<file path="config.mk">
export PLATFORM = sky130hd
export DESIGN_NAME = adxl362_ascii_cmd_parser
export DESIGN_NICKNAME = d
export VERILOG_FILES = /design/src/rtl/adxl362_ascii_cmd_pkg.sv /design/src/rtl/adxl362_ascii_echo_buffer.sv /design/src/rtl/adxl362_ascii_cmd_parser.sv
export SDC_FILE = /design/constraint.sdc
export NUM_CORES = 1
export LEC_CHECK = 0
export BUFFER_PORTS_ARGS = -buffer_cell sky130_fd_sc_hd__buf_4
export CORE_ASPECT_RATIO = 0.9
export CORE_MARGIN = 4
export CORE_UTILIZATION = 32
export DETAILED_ROUTE_END_ITERATION = 10
export PLACE_DENSITY_LB_ADDON = 0.1
export SKIP_LAST_GASP = 1
export SLEW_MARGIN = 20
export SYNTH_ARGS = -nofsm -noshare
export SYNTH_HDL_FRONTEND = slang
export SYNTH_SLANG_ARGS = --single-unit
</file>
<file path="constraint.sdc">
create_clock -name i_clk_20mhz -period 2.82 [get_ports i_clk_20mhz]
set_clock_uncertainty 0.2 [all_clocks]
set_input_delay 0.423 -clock i_clk_20mhz [delete_from_list [all_inputs] [get_ports i_clk_20mhz]]
set_output_delay 0.423 -clock i_clk_20mhz [all_outputs]
set_load 0.05 [all_outputs]
</file>
<file path="src/rtl/adxl362_ascii_cmd_pkg.sv">
// adxl362_ascii_cmd_pkg: shared states, opcodes, ASCII constants and hex decode
// for the ADXL362 console command parser and its echo buffer.
package adxl362_ascii_cmd_pkg;
  typedef enum logic [2:0] {
    S_IDLE, S_ADDR_HI, S_ADDR_LO, S_DATA_HI, S_DATA_LO, S_WAIT_CR, S_ISSUE, S_ERROR
  } t_cmd_state;
  typedef enum logic [1:0] {
    OP_NONE = 2'b00, OP_WRITE = 2'b01, OP_READ = 2'b10, OP_DISP = 2'b11
  } t_cmd_op;
  localparam logic [7:0] ASC_CR = 8'h0D;
  localparam logic [7:0] ASC_LF = 8'h0A;
  localparam logic [7:0] ASC_SP = 8'h20;
  localparam logic [7:0] ASC_W  = 8'h57;
  localparam logic [7:0] ASC_R  = 8'h52;
  localparam logic [7:0] ASC_D  = 8'h44;
  // Returns {valid, nibble}; letters A-F/a-f share low bits, offset by 9.
  function automatic logic [4:0] hex_nibble_of_ascii(input logic [7:0] c);
    return (c >= 8'h30 && c <= 8'h39) ? {1'b1, c[3:0]} :
           ((c >= 8'h41 && c <= 8'h46) || (c >= 8'h61 && c <= 8'h66)) ? {1'b1, c[3:0] + 4'd9} :
           5'd0;
  endfunction
endpackage

</file>
<file path="src/rtl/adxl362_ascii_echo_buffer.sv">
// adxl362_ascii_echo_buffer: single-entry echo holding register with valid/ready
// output; a CR is replayed as CR followed by LF before the entry frees up.
module adxl362_ascii_echo_buffer
  import adxl362_ascii_cmd_pkg::*;
(
  input  logic       i_clk,
  input  logic       i_rstn,
  input  logic [7:0] i_data,
  input  logic       i_valid,
  output logic       o_full,
  output logic [7:0] o_data,
  output logic       o_valid,
  input  logic       i_ready
);
  logic       r_valid, r_lf;
  logic [7:0] r_data;
  always_ff @(posedge i_clk or negedge i_rstn) begin
    if (!i_rstn) begin
      r_valid <= 1'b0;
      r_lf    <= 1'b0;
      r_data  <= '0;
    end else if (i_valid && !r_valid) begin
      r_valid <= 1'b1;
      r_data  <= i_data;
      r_lf    <= i_data == ASC_CR;
    end else if (r_valid && i_ready) begin
      r_valid <= r_lf;
      r_data  <= r_lf ? ASC_LF : r_data;
      r_lf    <= 1'b0;
    end
  end
  assign o_full  = r_valid;
  assign o_valid = r_valid;
  assign o_data  = r_data;
endmodule

</file>
<file path="src/rtl/adxl362_ascii_cmd_parser.sv">
// adxl362_ascii_cmd_parser: decodes console lines (W AH AL DH DL CR / R AH AL CR / D CR)
// into ADXL362 command fields; define ADXL362_ASCII_CMD_ECHO_EN to echo accepted bytes.
module adxl362_ascii_cmd_parser
  import adxl362_ascii_cmd_pkg::*;
#(
  parameter logic [7:0] parameter_addr_max       = 8'h2E,
  parameter int         parameter_timeout_cycles = 20_000_000
) (
  input  logic       i_clk_20mhz,
  input  logic       i_rstn_20mhz,
  input  logic [7:0] i_rx_data,
  input  logic       i_rx_valid,
  output logic       o_rx_ready,
  output logic       o_cmd_valid,
  input  logic       i_cmd_ready,
  output logic [1:0] o_cmd_op,
  output logic [7:0] o_cmd_addr,
  output logic [7:0] o_cmd_data,
  output logic       o_cmd_err,
  output logic [7:0] o_echo_data,
  output logic       o_echo_valid,
  input  logic       i_echo_ready
);
  localparam int TW = $clog2(parameter_timeout_cycles) + 1;
  localparam logic [TW-1:0] TMO_LAST = TW'(parameter_timeout_cycles - 1);
  t_cmd_state    r_state, w_next;
  t_cmd_op       r_op, w_op_in;
  logic [TW-1:0] r_tmo;
  logic [7:0]    r_addr, r_data, w_up;
  logic [4:0]    w_hex;
  logic          r_err, w_err, w_accept, w_byte, w_busy, w_tmo_hit, w_cr, w_addr_bad, w_echo_full;
`ifdef ADXL362_ASCII_CMD_ECHO_EN
  adxl362_ascii_echo_buffer u_echo (
    .i_clk   (i_clk_20mhz),
    .i_rstn  (i_rstn_20mhz),
    .i_data  (i_rx_data),
    .i_valid (w_accept),
    .o_full  (w_echo_full),
    .o_data  (o_echo_data),
    .o_valid (o_echo_valid),
    .i_ready (i_echo_ready)
  );
`else
  logic w_unused_echo_ready;
  assign w_unused_echo_ready = i_echo_ready;
  assign w_echo_full  = 1'b0;
  assign o_echo_data  = '0;
  assign o_echo_valid = 1'b0;
`endif
  assign o_rx_ready = (r_state != S_ISSUE) && !w_echo_full;
  assign w_accept   = i_rx_valid && o_rx_ready;
  assign w_busy     = (r_state != S_IDLE) && (r_state != S_ISSUE);
  assign w_tmo_hit  = w_busy && (r_tmo == TMO_LAST);
  // A byte landing on the terminal timeout cycle is dropped.
  assign w_byte     = w_accept && !w_tmo_hit;
  assign w_hex      = hex_nibble_of_ascii(i_rx_data);
  assign w_cr       = i_rx_data == ASC_CR;
  assign w_up       = i_rx_data & 8'hDF;
  assign w_op_in    = (w_up == ASC_W) ? OP_WRITE : (w_up == ASC_R) ? OP_READ :
                      (w_up == ASC_D) ? OP_DISP : OP_NONE;
  assign w_addr_bad = r_addr > parameter_addr_max;
  always_comb begin
    w_next = r_state;
    w_err  = 1'b0;
    if (w_tmo_hit) begin
      w_next = S_IDLE;
      w_err  = 1'b1;
    end else if (r_state == S_ISSUE) begin
      w_next = i_cmd_ready ? S_IDLE : S_ISSUE;
    end else if (w_byte) begin
      case (r_state)
        S_IDLE:    w_next = (w_op_in == OP_NONE) ? S_IDLE : (w_op_in == OP_DISP) ? S_WAIT_CR : S_ADDR_HI;
        S_ADDR_HI: w_next = w_hex[4] ? S_ADDR_LO : S_ERROR;
        S_ADDR_LO: w_next = !w_hex[4] ? S_ERROR : (r_op == OP_WRITE) ? S_DATA_HI : S_WAIT_CR;
        S_DATA_HI: w_next = w_hex[4] ? S_DATA_LO : S_ERROR;
        S_DATA_LO: w_next = w_hex[4] ? S_WAIT_CR : S_ERROR;
        S_WAIT_CR: begin
          w_next = !w_cr ? S_ERROR : w_addr_bad ? S_IDLE : S_ISSUE;
          w_err  = w_cr && w_addr_bad;
        end
        S_ERROR: begin
          w_next = w_cr ? S_IDLE : S_ERROR;
          w_err  = w_cr;
        end
        default:   w_next = S_IDLE;
      endcase
    end
  end
  always_ff @(posedge i_clk_20mhz or negedge i_rstn_20mhz) begin
    if (!i_rstn_20mhz) begin
      r_state <= S_IDLE;
      r_err   <= 1'b0;
      r_tmo   <= '0;
    end else begin
      r_state <= w_next;
      r_err   <= w_err;
      r_tmo   <= (w_accept || !w_busy) ? '0 : (r_tmo == TMO_LAST) ? r_tmo : r_tmo + 1'b1;
    end
  end
  always_ff @(posedge i_clk_20mhz or negedge i_rstn_20mhz) begin
    if (!i_rstn_20mhz) begin
      r_op   <= OP_NONE;
      r_addr <= '0;
      r_data <= '0;
    end else if (w_next == S_IDLE) begin
      r_op   <= OP_NONE;
      r_addr <= '0;
      r_data <= '0;
    end else if (w_byte) begin
      r_op   <= (r_state == S_IDLE) ? w_op_in : r_op;
      r_addr <= (r_state == S_ADDR_HI) ? {w_hex[3:0], r_addr[3:0]} :
                (r_state == S_ADDR_LO) ? {r_addr[7:4], w_hex[3:0]} : r_addr;
      r_data <= (r_state == S_DATA_HI) ? {w_hex[3:0], r_data[3:0]} :
                (r_state == S_DATA_LO) ? {r_data[7:4], w_hex[3:0]} : r_data;
    end
  end
  assign o_cmd_valid = r_state == S_ISSUE;
  assign o_cmd_op    = r_op;
  assign o_cmd_addr  = r_addr;
  assign o_cmd_data  = r_data;
  assign o_cmd_err   = r_err;
endmodule

</file>
---- Yosys cells after proc, flatten, opt, wreduce, memory -nomap -nowiden ----
Index checks and enable logic that the tools add are counted.
W data, S select, Z words.
cells by class
  $add $sub $neg .......................... 2
  $lt $le $gt $ge ......................... 7
  equality and inequality tests ........... 18
  mux-type cells .......................... 37
  reduce and logical (&&, ||, !) cells .... 27
operators with widths
  kind                     number
  $mux W26                 2
  $mux W8                  6
  $mux W3                  12
  $add A26 B1 Y26 const B  1
  $eq A26 B25 Y1 const B   1
  $eq A7 B6 Y1 const B     3
  $pmux W3 S7              1
  $ge A8 B7 Y1 const B     2
  $le A8 B7 Y1 const B     2
  $mux W2                  8
  $eq A3 B3 Y1 const B     4
  $reduce_bool A2 Y1       6
  $mux W5                  2
  $eq A8 B4 Y1 const B     1
  $ge A8 B6 Y1 const B     1
  $gt A8 B6 Y1 const B     1
  $le A8 B6 Y1 const B     1
  $logic_and A1 B1 Y1      8
  $mux W4                  2
  $eq A3 B2 Y1 const B     2
  $logic_not A3 Y1         2
  $ne A2 B2 Y1 const B     3
  $reduce_and A2 Y1        3
  $reduce_and A3 Y1        2
  11 further kinds         15
storage, ports and cells
  flip-flop bits (word level) ............. 48
  bits of input ports ..................... 13
  output and inout port bits .............. 30
  word-level logic and storage cells ...... 99

---- Longest topological paths before layout ----
  depth after elaboration ................. 14
  mapped depth ............................ 10
  depth with buffers taken out ............ 9

---- Worst setup path before layout ----
Ideal clock, no wire load.
  path kind ............................... input -> register
  start point ............................. in i_rx_data[1]
  end point ............................... reg r_addr[2], in the netlist o_cmd_addr[2]
  setup time .............................. 0.132 ns
  data arrival time ....................... 2.274 ns
  required time ........................... 2.488 ns
  path slack .............................. 0.215 ns
  stages .................................. 10
  path buffers ............................ 1
  cells stage by stage .................... inv_1 -> ha_1 -> or4b_1 -> nor3_2 -> a21oi_1 -> a211oi_1 -> o21bai_2 -> a31oi_4 -> buf_12 -> a21oi_2
on the way
  longest elaborated chain between the ends .. 14
  elaborated cells between the ends (all ways) .. 43
  those cells by class .................... add/sub: 1; order compare: 6; eq/ne: 6; mux: 21; reduce/logical: 9
ends and longest elaborated chain
  item                                                                   RTL line                         RTL
  start: declaration                                                     adxl362_ascii_cmd_parser.sv:11   input logic [7:0] i_rx_data,
  parallel branches: the longest is 14 deep, another holds $ge A8 B7 Y1  n/a
  end signal: assignment                                                 adxl362_ascii_cmd_parser.sv:111  r_addr <= (r_state == S_ADDR_HI) ? {w_hex[3:0], r_addr[3:0]} :
  end: declaration                                                       adxl362_ascii_cmd_parser.sv:29   logic [7:0] r_addr, r_data, w_up;
Parallel ways; which one is timed is not known. The select of a mux whose other input is x is not followed.
A chain may end at the register's enable or synchronous reset.

---- Worst setup path in the final report ----
  start point ............................. reg r_tmo[0]
  end point ............................... reg r_addr[2], in the netlist o_cmd_addr[2]
on the way
  longest elaborated chain between the ends .. 10
  elaborated cells between the ends (all ways) .. 13
  those cells by class .................... eq/ne: 2; mux: 4; reduce/logical: 7
ends and longest elaborated chain
  item                                                                 RTL line                         RTL
  start: declaration                                                   adxl362_ascii_cmd_parser.sv:28   logic [TW-1:0] r_tmo;
  start signal: assignment                                             adxl362_ascii_cmd_parser.sv:97   r_tmo <= (w_accept || !w_busy) ? '0 : (r_tmo == TMO_LAST) ? r_tmo : r_tmo + 1'b1;
  $eq A26 B25 Y1 *                                                     adxl362_ascii_cmd_parser.sv:53   assign w_tmo_hit = w_busy && (r_tmo == TMO_LAST);
  $logic_and A1 B1 Y1 *                                                adxl362_ascii_cmd_parser.sv:53
  $logic_not A1 Y1                                                     adxl362_ascii_cmd_parser.sv:55   assign w_byte = w_accept && !w_tmo_hit;
  $logic_and A1 B1 Y1                                                  adxl362_ascii_cmd_parser.sv:55
  $mux W3                                                              adxl362_ascii_cmd_parser.sv:70   end else if (w_byte) begin
  $mux W3                                                              adxl362_ascii_cmd_parser.sv:68   end else if (r_state == S_ISSUE) begin
  $mux W3                                                              adxl362_ascii_cmd_parser.sv:65   if (w_tmo_hit) begin
  $logic_not A3 Y1                                                     adxl362_ascii_cmd_parser.sv:105  end else if (w_next == S_IDLE) begin
  $ne A2 B2 Y1 (no source line) or $reduce_bool A2 Y1 (tied branches)  n/a
  $reduce_and A3 Y1 (no source line)                                   n/a
Every way passes the cells marked *; elsewhere a longest branch is shown, timed or not.

==> reports/summary.txt <==
Outcome: finished, final reports clean
Num Clock Sinks: 48
Critical Path Fanout Max: 5
Die area: 10,800 um^2
Final Hold Slack: 355 ps
Gp weighted congestion: 0.794
Fmax achieved: 385 MHz
CP endpoint kind: register
Peak VDD IR: 0.000371 V
H-tree Lvls: 2
Row Count: 32
DR vias: 2,337
Global-route wire length before repair: 11.5 mm
Synth Register Bits: 48
CTS buffer count: 5
Async S/R FF share, synth: 100%
Port bufs: 32
Post-DP HPWL: 5.01 mm
Yosys warning count: 0
Hold Path Class: input port to register
GR Overflow Total: 0
Initial antenna violation count: 0
Largest net degree at the start of global routing: 49
Arrival @ worst endpoint: 2590 ps
Ys flop type: dfrtp_1
Die Width: 109 um
Worst R2R Setup Slack: 220 ps
CP startpoint: r_tmo[0]
Finished Cell Area: 3520 um^2
Total power: 2.49 mW
Global-route usage over all layers: 13.1%
Ant. Diodes: 0
DP Cell Count: 461
Worst r2r src: r_tmo[0]
Post-synth EDFFs: 0
Post-route ant nets: 0
Final setup vio count: 0
Worst-Margin Slew: 722 ps
Vias per inst: 4.95
RSZ-0062 raised after global routing: yes
Placed Area: 3380 um^2
Most frequent cells in the layout: 48 x buf_4, 48 x dfrtp_1, 36 x nor2_1
Share of layout cells above drive strength 1: 25.8%
# Max-Cap Violations: 0
Cell Area, Synth: 2960 um^2
Register area share after synthesis: 40.6%
DR DRC count: 0
Finished Layout Cells: 472
Initial core utilization: 33.7%
Final hold violations: 0
TritonRoute pass-1 iters: 6
Crit path required time: 2810 ps
I/O pin total: 43
Relative slew slack: 51.3%
Count of different cell masters after synthesis: 65
PD cells: 705 nW/um^2
Reg clk slew, reported paths: 90 ps
Area growth syn-to-layout: 19.2%
Worst Hold Launch: i_rx_valid
Initial DRC count: 107
Startpoint types: register
Vert. Die Dim: 99.2 um
Root Driver: clkbuf_8
Leak Pwr: 1.61 nW
Critical path type: register to register
Post-Syn Area per Cell: 9.66 um^2
Vias in the first global route: 2,317
Cells after Synth: 306
Max-slew violations: 0
Nets@finish: 370
Clock tree buffer depth: 2
WL final: 6.97 mm
Skew-Pair Late Insertion Delay: 300 ps
Crit path time final: 2600 ps
Post-layout util: 40.2%
Routed len/inst: 14.8 um
Final cycle utilization of the critical path: 92.0%
CTS tree: built
Core area: 8770 um^2
## registers in the layout, summed over array words and instances, names as in the netlist
| name | flops |
|---|---|
| o_cmd_data | 8 |
| o_cmd_err | 1 |
| r_state | 3 |
| r_tmo | 26 |
| o_cmd_addr | 8 |
| o_cmd_op | 2 |
## area by class of cell
type                    count  area (um^2)
flip-flops and latches     48         1200
multi-input cells         232         1620
inverters                  14         52.6
well taps                 119          149
repair buffers             51          410
clock inverters             1         7.51
clock buffers               7         86.3
fillers                   884         5240
## repair_timing
item,4_1_cts,5_1_grt
setup endpoints to repair,0,21
endpoints found under the hold margin,48,0
gates resized for setup,0,5
hold buffers,1,0
buffers inserted,0,2
## routing by layer
metal / vias to the layer above / routed length, um / global-route usage, %
li1: 1157 / - / -
met1: 1113 / 3610 / 20.5
met2: 62 / 2900 / 17.9
met3: 5 / 407 / 2.86
met4: 0 / 46 / 3.84
met5: - / 0 / 0
## final timing paths
path,to,cells past startpoint
max,o_cmd_addr[2],9
min reg2reg,o_cmd_data[7],2
max in group asynchronous,r_state[2],2
min in group asynchronous,r_tmo[21],2
max reg2reg,o_cmd_addr[2],9
min,r_state[0],3
## where the power goes
group / internal, mW / leakage (nW) / total, mW / switching, mW
registers: 0.764 / 0.659 / 0.860 / 0.0957
clock network: 0.200 / 0.0445 / 0.441 / 0.241
logic: 0.412 / 0.902 / 1.19 / 0.773
## metrics by stage
stage                     worst slack [ps]  setup TNS [ps]
after CTS                             97.6               0
after global routing                 -25.2           -31.5
after global placement               -11.7           -63.4
after detailed placement             -8.80           -40.9
after floorplan                        215               0
final                                  224               0
## Yosys cell counts (3+ instances only)
cell type / n / area (um^2)
nand3_1: 11 / 55.1
nor2_1: 36 / 135
nor3_1: 4 / 20.0
mux2i_1: 18 / 180
buf_2: 3 / 15.0
nand2_1: 21 / 78.8
and3_1: 5 / 31.3
buf_4: 10 / 75.1
or3_1: 4 / 25.0
xnor2_1: 11 / 96.3
inv_1: 12 / 45.0
clkbuf_1: 3 / 11.3
nor4b_1: 3 / 26.3
a21oi_1: 19 / 95.1
o21ai_0: 9 / 45.0
nand4_1: 7 / 43.8
dfrtp_1: 48 / 1200
a21oi_2: 10 / 87.6
xor2_1: 10 / 87.6
ha_1: 5 / 62.6
## critical path, cell delays in order, from the launching register on
cell and delay (ps):
dfrtp_1 410, ha_1 220, nand3_2 170, nor4_4 360, nand2_2 100, a32oi_4 300, buf_4 180, nand3b_1 250
mux2i_1 250, a21oi_2 40
## cell families after synthesis
kind of cell / synth area share (%)
adder cells (fa/ha/maj): 2.12
AND/OR/NAND/NOR: 22.6
flip-flops: 40.6
multiplexers: 6.09
XOR/XNOR: 6.22
AO/OA/AOI/OAI: 15.7
other: 0.127
buffers and inverters: 6.52
Power figures use the tool's default switching activity.
